$ cat config.mk
export PLATFORM = sky130hd
export DESIGN_NAME = seg_scan_driver_flat
export DESIGN_NICKNAME = d
export VERILOG_FILES = /design/src/rtl/seg_scan_driver_if.sv /design/src/rtl/seg_scan_driver.sv /design/src/flat_wrapper.sv
export SDC_FILE = /design/constraint.sdc
export NUM_CORES = 1
export LEC_CHECK = 0
export CAP_MARGIN = 30
export CORE_MARGIN = 10
export CORE_UTILIZATION = 45
export CTS_CLUSTER_DIAMETER = 150
export DETAILED_ROUTE_END_ITERATION = 8
export PLACE_DENSITY_LB_ADDON = 0.05
export SLEW_MARGIN = 20
export SYNTH_ARGS = -nofsm -noshare
export SYNTH_HDL_FRONTEND = slang
export SYNTH_SLANG_ARGS = --single-unit
export TNS_END_PERCENT = 30
$ cat constraint.sdc
create_clock -name clk -period 4.47 [get_ports clk]
set_input_delay 0.447 -clock clk [delete_from_list [all_inputs] [get_ports clk]]
set_output_delay 0.447 -clock clk [all_outputs]
set_load 0.05 [all_outputs]
$ cat src/rtl/seg_scan_driver_if.sv
// Bus between the value-producing logic and the seven-segment scan driver.
// The slave side is the driver; the master side loads codes and watches the pins.
interface seg_scan_driver_if #(
  parameter int unsigned DIGITS = 4
);
  logic                  load;
  logic [4*DIGITS-1:0]   value_in;
  logic [DIGITS-1:0]     blank_in;
  logic [6:0]            seg;
  logic [DIGITS-1:0]     an;
  logic                  pending;
  logic                  frame_done;

  modport master (
    output load, value_in, blank_in,
    input  seg, an, pending, frame_done
  );

  modport slave (
    input  load, value_in, blank_in,
    output seg, an, pending, frame_done
  );
endinterface

$ cat src/rtl/seg_scan_driver.sv
// Time-multiplexed N-digit seven-segment driver with offset/range blanking and a
// double-buffered code store that only commits on frame boundaries.
module seg_scan_driver #(
  parameter int unsigned DIGITS     = 4,
  parameter int unsigned CLK_DIV    = 100000,
  parameter int unsigned OFFSET     = 2,
  parameter bit          ACTIVE_LOW = 1'b1
) (
  input  logic               clk,
  input  logic               rst,
  seg_scan_driver_if.slave   bus
);

   localparam int unsigned PW = (CLK_DIV > 1) ? $clog2(CLK_DIV) : 1;
   localparam int unsigned IW = (DIGITS > 1) ? $clog2(DIGITS) : 1;
   localparam logic [PW-1:0] PMAX = PW'(CLK_DIV - 1);
   localparam logic [IW-1:0] IMAX = IW'(DIGITS - 1);
   localparam logic [3:0] OFF4 = 4'(OFFSET);
   localparam logic [6:0] SEG_OFF = {7{ACTIVE_LOW}};
   localparam logic [DIGITS-1:0] AN_OFF = {DIGITS{ACTIVE_LOW}};

   logic [PW-1:0]         pcnt_q;
   logic [IW-1:0]         idx_q;
   logic                  pending_q;
   logic [4*DIGITS-1:0]   shadow_val_q, active_val_q;
   logic [DIGITS-1:0]     shadow_blank_q, active_blank_q;
   logic [6:0]            seg_q;
   logic [DIGITS-1:0]     an_q;

   logic                  tick, last_idx, boundary;
   logic [3:0]            cur_code;
   logic                  cur_blank;
   logic [6:0]            glyph;
   logic [DIGITS-1:0]     onehot;

   function automatic logic [6:0] hex7(input logic [3:0] v);
      logic [6:0] g;
      unique case (v)
         4'h0: g = 7'h3f;
         4'h1: g = 7'h06;
         4'h2: g = 7'h5b;
         4'h3: g = 7'h4f;
         4'h4: g = 7'h66;
         4'h5: g = 7'h6d;
         4'h6: g = 7'h7d;
         4'h7: g = 7'h07;
         4'h8: g = 7'h7f;
         4'h9: g = 7'h6f;
         4'ha: g = 7'h77;
         4'hb: g = 7'h7c;
         4'hc: g = 7'h39;
         4'hd: g = 7'h5e;
         4'he: g = 7'h79;
         4'hf: g = 7'h71;
      endcase
      return g;
   endfunction

   always_comb begin
      tick      = (pcnt_q == PMAX);
      last_idx  = (idx_q == IMAX);
      boundary  = tick && last_idx;
      cur_code  = active_val_q[{idx_q, 2'b00} +: 4];
      cur_blank = active_blank_q[idx_q];
      // codes below the offset have no glyph, so they are shown blank
      if (cur_blank || (cur_code < OFF4)) begin
         glyph = 7'h00;
      end else begin
         glyph = hex7(cur_code - OFF4);
      end
      onehot        = '0;
      onehot[idx_q] = 1'b1;
   end

   always_ff @(posedge clk or posedge rst) begin
      if (rst) begin
         pcnt_q         <= '0;
         idx_q          <= '0;
         pending_q      <= 1'b0;
         shadow_val_q   <= '0;
         shadow_blank_q <= '1;
         active_val_q   <= '0;
         active_blank_q <= '1;
         seg_q          <= SEG_OFF;
         an_q           <= AN_OFF;
      end else begin
         pcnt_q <= tick ? '0 : pcnt_q + 1'b1;
         if (tick) begin
            idx_q <= last_idx ? '0 : idx_q + 1'b1;
         end
         // active takes the shadow as it was before any coincident load
         if (boundary && pending_q) begin
            active_val_q   <= shadow_val_q;
            active_blank_q <= shadow_blank_q;
         end
         if (bus.load) begin
            shadow_val_q   <= bus.value_in;
            shadow_blank_q <= bus.blank_in;
            pending_q      <= 1'b1;
         end else if (boundary) begin
            pending_q <= 1'b0;
         end
         seg_q <= glyph ^ SEG_OFF;
         an_q  <= onehot ^ AN_OFF;
      end
   end

   assign bus.seg        = seg_q;
   assign bus.an         = an_q;
   assign bus.pending    = pending_q;
   assign bus.frame_done = boundary;

endmodule

$ cat src/flat_wrapper.sv
// flat-port wrapper written by rule: the top's interface ports become plain ports
module seg_scan_driver_flat 
#(
  parameter int unsigned DIGITS     = 4,
  parameter int unsigned CLK_DIV    = 100000,
  parameter int unsigned OFFSET     = 2,
  parameter bit          ACTIVE_LOW = 1'b1
)
  (clk, rst, bus_load, bus_value_in, bus_blank_in, bus_seg, bus_an, bus_pending, bus_frame_done);
  seg_scan_driver_if #(.DIGITS(DIGITS)) bus_i ();
  input  logic clk;
  input  logic rst;
  input wire logic [$bits(bus_i.load)-1:0] bus_load;
  input wire logic [$bits(bus_i.value_in)-1:0] bus_value_in;
  input wire logic [$bits(bus_i.blank_in)-1:0] bus_blank_in;
  output wire logic [$bits(bus_i.seg)-1:0] bus_seg;
  output wire logic [$bits(bus_i.an)-1:0] bus_an;
  output wire logic [$bits(bus_i.pending)-1:0] bus_pending;
  output wire logic [$bits(bus_i.frame_done)-1:0] bus_frame_done;
  assign bus_i.load = bus_load;
  assign bus_i.value_in = bus_value_in;
  assign bus_i.blank_in = bus_blank_in;
  assign bus_seg = bus_i.seg;
  assign bus_an = bus_i.an;
  assign bus_pending = bus_i.pending;
  assign bus_frame_done = bus_i.frame_done;
  seg_scan_driver #(.DIGITS(DIGITS), .CLK_DIV(CLK_DIV), .OFFSET(OFFSET), .ACTIVE_LOW(ACTIVE_LOW)) u_core (.clk(clk), .rst(rst), .bus(bus_i));
endmodule
==> metrics, run 1 <==
Die H=104 µm; TritonCTS clock tree=done; count leader, synth=dfrtp_1; IO Port Bufs=35; Core Area=6870 µm²; # Max-Cap Violations=0; DRT iter0 DRCs=32; Post-Syn Instances=239; highest clock rate=around 0.35 GHz; TritonCTS Buffers=9; pin count of the biggest net entering global routing=39; Cell Rows=30; Post-DP HPWL=3.97 mm; outcome=finished, final reports clean; Cell variety after synth=39; share of cells above drive strength 1=22.2%; clk_skew=0.0123 ns; design area=3870 µm²; RSZ-0062 raised after global routing=no; CP Data Arrival Time=approximately 2.4 ns; cell area after synthesis=3200 µm²; Worst Tran Pin Value=between 0.8 and 0.9 ns; Die Footprint=10,900 µm²; FF-to-FF Start=u_core.pcnt_q[0]; post-synth top area share=40.6%; routed length per instance=14.8 µm; Vias per Instance=between 5 and 6; critical path launch point type=register; number of remaining DRC errors=0; PwrDens=338 nW/µm²; Routed WL=5.61 mm; CTS Root Cell=clkbuf_8; number of synthesized register bits=71; Async S/R FF share, synth=between 90% and 100%; Area after DPL=3630 µm²; Tightest Hold Check Type=register to register; final setup fails=0; Fin. Hold Viols=0; gr ovfl total=0; Slew headroom=41.1%; post-synth top area cell=dfrtp_1; synthesis-to-layout area growth=20.9%; Synth warnings=0; final period utilization=63.4%; EDFF count, synth=0; Hold Path Sink=u_core.pcnt_q[0]; Reg2Reg Depth=5; Worst R2R End=u_core.active_val_q[3]; DR vias=1,907; most common flop cell mapped by yosys=dfrtp_1; most frequent cells after synthesis=52 x dfrtp_1, 22 x mux2_1, 20 x mux2_2; leak pwr=around 1.7 nW; htree depth=3; worst vdd ir=0.275 mV; hold path depth=1; postcts setup bufs=0; crit end category=output port; initial antenna violation count=0; critical path class=register to output port; Mapped Nets=273; clk slew on worst S/H paths=~0.08 ns; cts hold-fix bufs=0; first-pass GRT wire length=between 9 and 10 mm; Max Slew Vio Count=0; NumNets Final=approximately 310; r2r setup slk=1.72 ns; Ports=36; sequential share of the synthesized area=a little under three fifths; Tot GR Track Use=11.0%; Max clock buf depth=2; syn_area_per_cell=approximately 13 µm²; Die Span X=104 µm; setup TNS=0 ns; required time of the critical path=4.02 ns; clk_lat worst skew=0.34 ns; placer's final routability congestion estimate=0.798; Tmin final=2.84 ns; initial core utilization=about 47%; vias in the first global route=1,993; post-CTS sizing=0; Routed Antenna Nets=0; CP Max Fanout=5; first-pass detailed-route iteration total=4; # diodes=0; synth top area cells=dfrtp_1 41%, dfstp_2 16%, mux2_1 7.7%; Sink Count=71; hold wc startpoint=u_core.pcnt_q[0]
[worst max path at each step]
stage                                 from                       to  slack (ns)  depth (start not counted)
after floorplan            u_core.idx_q[0]        u_core.bus.seg[0]        2.24                          7
after global placement    u_core.pcnt_q[0]  u_core.active_val_q[11]        1.73                          5
after detailed placement  u_core.pcnt_q[0]   u_core.active_val_q[3]        1.68                          5
after CTS                 u_core.pcnt_q[0]           bus_frame_done        1.60                          6
after global routing      u_core.pcnt_q[0]           bus_frame_done        1.47                          6
final                     u_core.pcnt_q[0]           bus_frame_done        1.63                          6
[placed cells by master (no fill, tap or decap), types with 2 or more instances in the layout]
cell	n
a21oi_1	4
and3_1	3
and4_1	3
bufinv_16	2
clkbuf_8	10
clkdlybuf4s50_1	35
clkinvlp_4	2
dfrtp_1	52
dfstp_2	19
ha_1	11
inv_1	14
mux2_1	22
mux2_2	20
mux2i_1	3
mux4_2	4
nand2_1	11
nand3_1	8
nand4_1	4
nor2_1	10
nor2b_1	3
nor3_1	2
nor4bb_1	2
o211ai_1	3
o21ai_1	4
or3_1	3
xnor2_1	6
xor2_1	6
[state kept, by name, summed over array words and instances, names as in the netlist]
register / cells
u_core.pcnt_q: 17
u_core.bus.an: 4
u_core.active_blank_q: 4
u_core.active_val_q: 16
u_core.shadow_val_q: 16
u_core.idx_q: 2
u_core.shadow_blank_q: 4
u_core.bus.pending: 1
u_core.bus.seg: 7
[critical path, cell delays in order, from the launching register on]
cell and delay (ns):
dfrtp_1 0.39, ha_1 0.21, and4_1 0.28, and4_1 0.24, nand2_1 0.09, inv_1 0.06, clkdlybuf4s50_1 0.79
[kinds of logic after synthesis]
group	share of synthesized area (%)
xor+xnor	4.14
fa+ha+maj	4.30
buf+inv	3.40
mux	19.3
flops	56.2
simple gates	9.22
compound gates	3.40
[metrics by stage]
step                      hold WS [ns]  instances  setup WS, ns  total power [mW]  utilization, %
after detailed placement         0.473        363          1.68             0.743            52.8
final                            0.483        380          1.63              1.31            56.4
after global placement           0.464        363          1.73             0.741            52.8
after CTS                        0.487        379          1.60              1.33            56.2
after floorplan                  0.452        239          2.24             0.712               -
after global routing             0.508        380          1.47              1.37            56.4
[per-layer routing]
| layer | part of all wire, % | up-vias | track usage [%] |
|---|---|---|---|
| li1 | - | 920 | - |
| met1 | 49 | 951 | 14.1 |
| met4 | 1.1 | 0 | 3.58 |
| met2 | 46 | 31 | 16.7 |
| met3 | 4.1 | 5 | 4.03 |
| met5 | 0 | - | 0 |
[area by class of cell]
cell class / instances / area [µm²]
clock buffer: 10 / 138
clock inverter: 6 / 92.6
fill: 605 / 3000
inverter: 15 / 56.3
multi-input combinational: 145 / 1290
sequential: 71 / 1800
tap: 96 / 120
timing repair buffer: 37 / 373
[power by group]
group	internal (mW)	switching (mW)
Combinational	0.0344	0.0220
Clock	0.332	0.247
Sequential	0.664	0.00958
Note: power is estimated with default switching activity, not from simulation.
==> inputs of run 2 (changes only) <==
- clock period: 4.47 -> 2.9 ns (I/O delays scaled with it)
==> metrics, run 2 (synthesis gave the netlist of run 1 again) <==
outcome=finished, final reports clean; clk_skew=0.00547 ns; # diodes=0; CTS Root Cell=clkbuf_8; Die Footprint=between 10,000 and 15,000 µm²; Routed Antenna Nets=0; RSZ-0062 raised after global routing=no; Pwr Total=around 1.8 mW; TritonCTS Buffers=9; Ports=36; Core Area=between 6000 and 7000 µm²; Top reg by flops=u_core.pcnt_q; share of power burned in combinational logic=between 4 and 5%; final period utilization=between 90% and 100%; Slew headroom=66.3%; critical path class=register to output port; PwrDens=472 nW/µm²; critical path launch point type=register; clk_lat worst skew=0.33 ns; number of remaining DRC errors=0; commonest non-fill, non-tap cells in the layout=52 x dfrtp_1, 35 x clkdlybuf4s50_1, 22 x mux2_1; leading cell type in the layout, fill and taps excluded=dfrtp_1; NumNets Final=between 300 and 400; cts hold-fix bufs=0; CP bufs+invs=2; pin count of the biggest net entering global routing=37; synthesis-to-layout area growth=20.5%; Tmin final=2.66 ns; postcts setup bufs=0; Tot GR Track Use=11.2%; Die H=104 µm; post-CTS sizing=0; Worst Tran Pin Value=0.504 ns; DRT iter0 DRCs=28; Slowest cell on crit path=clkdlybuf4s50_1; highest clock rate=0.376 GHz; Crit. path cell count=5; P_sw=0.416 mW; crit end category=output port; vias in the first global route=between 2,000 and 2,500; routed length per instance=14.7 µm; Cell Rows=30; Top Registers=u_core.pcnt_q: 17 flops, u_core.active_val_q: 16 flops, u_core.shadow_val_q: 16 flops; beginning of the critical path=u_core.pcnt_q[5]; IO Port Bufs=35; htree depth=3; Post-DP HPWL=4.08 mm; FF-to-FF Start=u_core.idx_q[0]; Slowest Stage Delay on Critical Path=0.79 ns; Hold WS=0.233 ns; CP Max Fanout=7; # Max-Cap Violations=0; worst vdd ir=0.222 mV; initial antenna violation count=0; placer's final routability congestion estimate=0.784; Fin. Hold Viols=0; final setup margin=roughly 0.24 ns; gr ovfl total=0; Pint=around 1.4 mW; DR vias=approximately 1,900; final setup fails=0; initial core utilization=a little under half; Vias per Instance=4.94; Sw Share=22.8%; Max clock buf depth=2; Reg power frac=56.9%; Routed WL=5.66 mm; max reg flops=17; Reg2Reg Depth=6; Max Slew Vio Count=0; delay-heaviest family, CP=buffers and inverters; CP Data Arrival Time=2.37 ns; Tightest Hold Check Type=input port to asynchronous set/reset pin; first-pass detailed-route iteration total=4; first-pass GRT wire length=10.0 mm; clk slew on worst S/H paths=around 0.070 ns; leak pwr=1.66 nW; TritonCTS clock tree=done; required time of the critical path=2.61 ns; CP Cell Sequence=nor4bb_1 > and4_1 > nand2_1 > inv_1 > clkdlybuf4s50_1; pre-CTS setup slack=0.464 ns; setup TNS=0 ns; share of cells above drive strength 1=22.9%; Clk pwr share=approximately two fifths; Die Span X=around 100 µm; Sink Count=71
run 2: worst paths after layout:
kind / slack (ns) / endpoint
max in group asynchronous: 2.07 / u_core.shadow_val_q[14]
worst min register to register: 0.48 / u_core.active_val_q[14]
worst max register to register: 0.44 / u_core.bus.seg[1]
worst max-delay path: 0.24 / bus_frame_done
worst min-delay path: 0.23 / u_core.shadow_val_q[3]
min in group clk: 0.48 / u_core.active_val_q[14]
run 2: stage by stage:
| stage | util (%) | std cells | instance area [µm²] |
|---|---|---|---|
| 2_1_floorplan | - | 239 | 3200 |
| 3_3_place_gp | 53.4 | 367 | 3670 |
| 3_5_place_dp | 53.4 | 367 | 3670 |
| 4_1_cts | 56.0 | 383 | 3840 |
| 5_1_grt | 56.2 | 384 | 3860 |
| 6_report | 56.2 | 384 | 3860 |
run 2: cell type report:
type                            count  area, µm²
Clock buffer                       10        138
Clock inverter                      6       36.3
Fill cell                         603       3010
Inverter                           15       56.3
Multi-Input combinational cell    145       1290
Sequential cell                    71       1800
Tap cell                           96        120
Timing Repair Buffer               41        415
run 2: power groups by stage:
stage,logic (mW),registers [mW],clock network (mW)
finish,0.0898,1.04,0.696
global placement,0.0893,1.05,0
detailed placement,0.0913,1.06,0
floorplan,0.0479,1.05,0
CTS,0.0915,1.04,0.724
global route,0.101,1.04,0.765
run 2: metal layers:
layer	vias up	part of all wire, %	track usage (%)
met5	-	0	0
met4	0	1.4	5.67
met3	6	3.8	3.47
met2	25	46	16.6
met1	937	48	14.3
li1	929	-	-
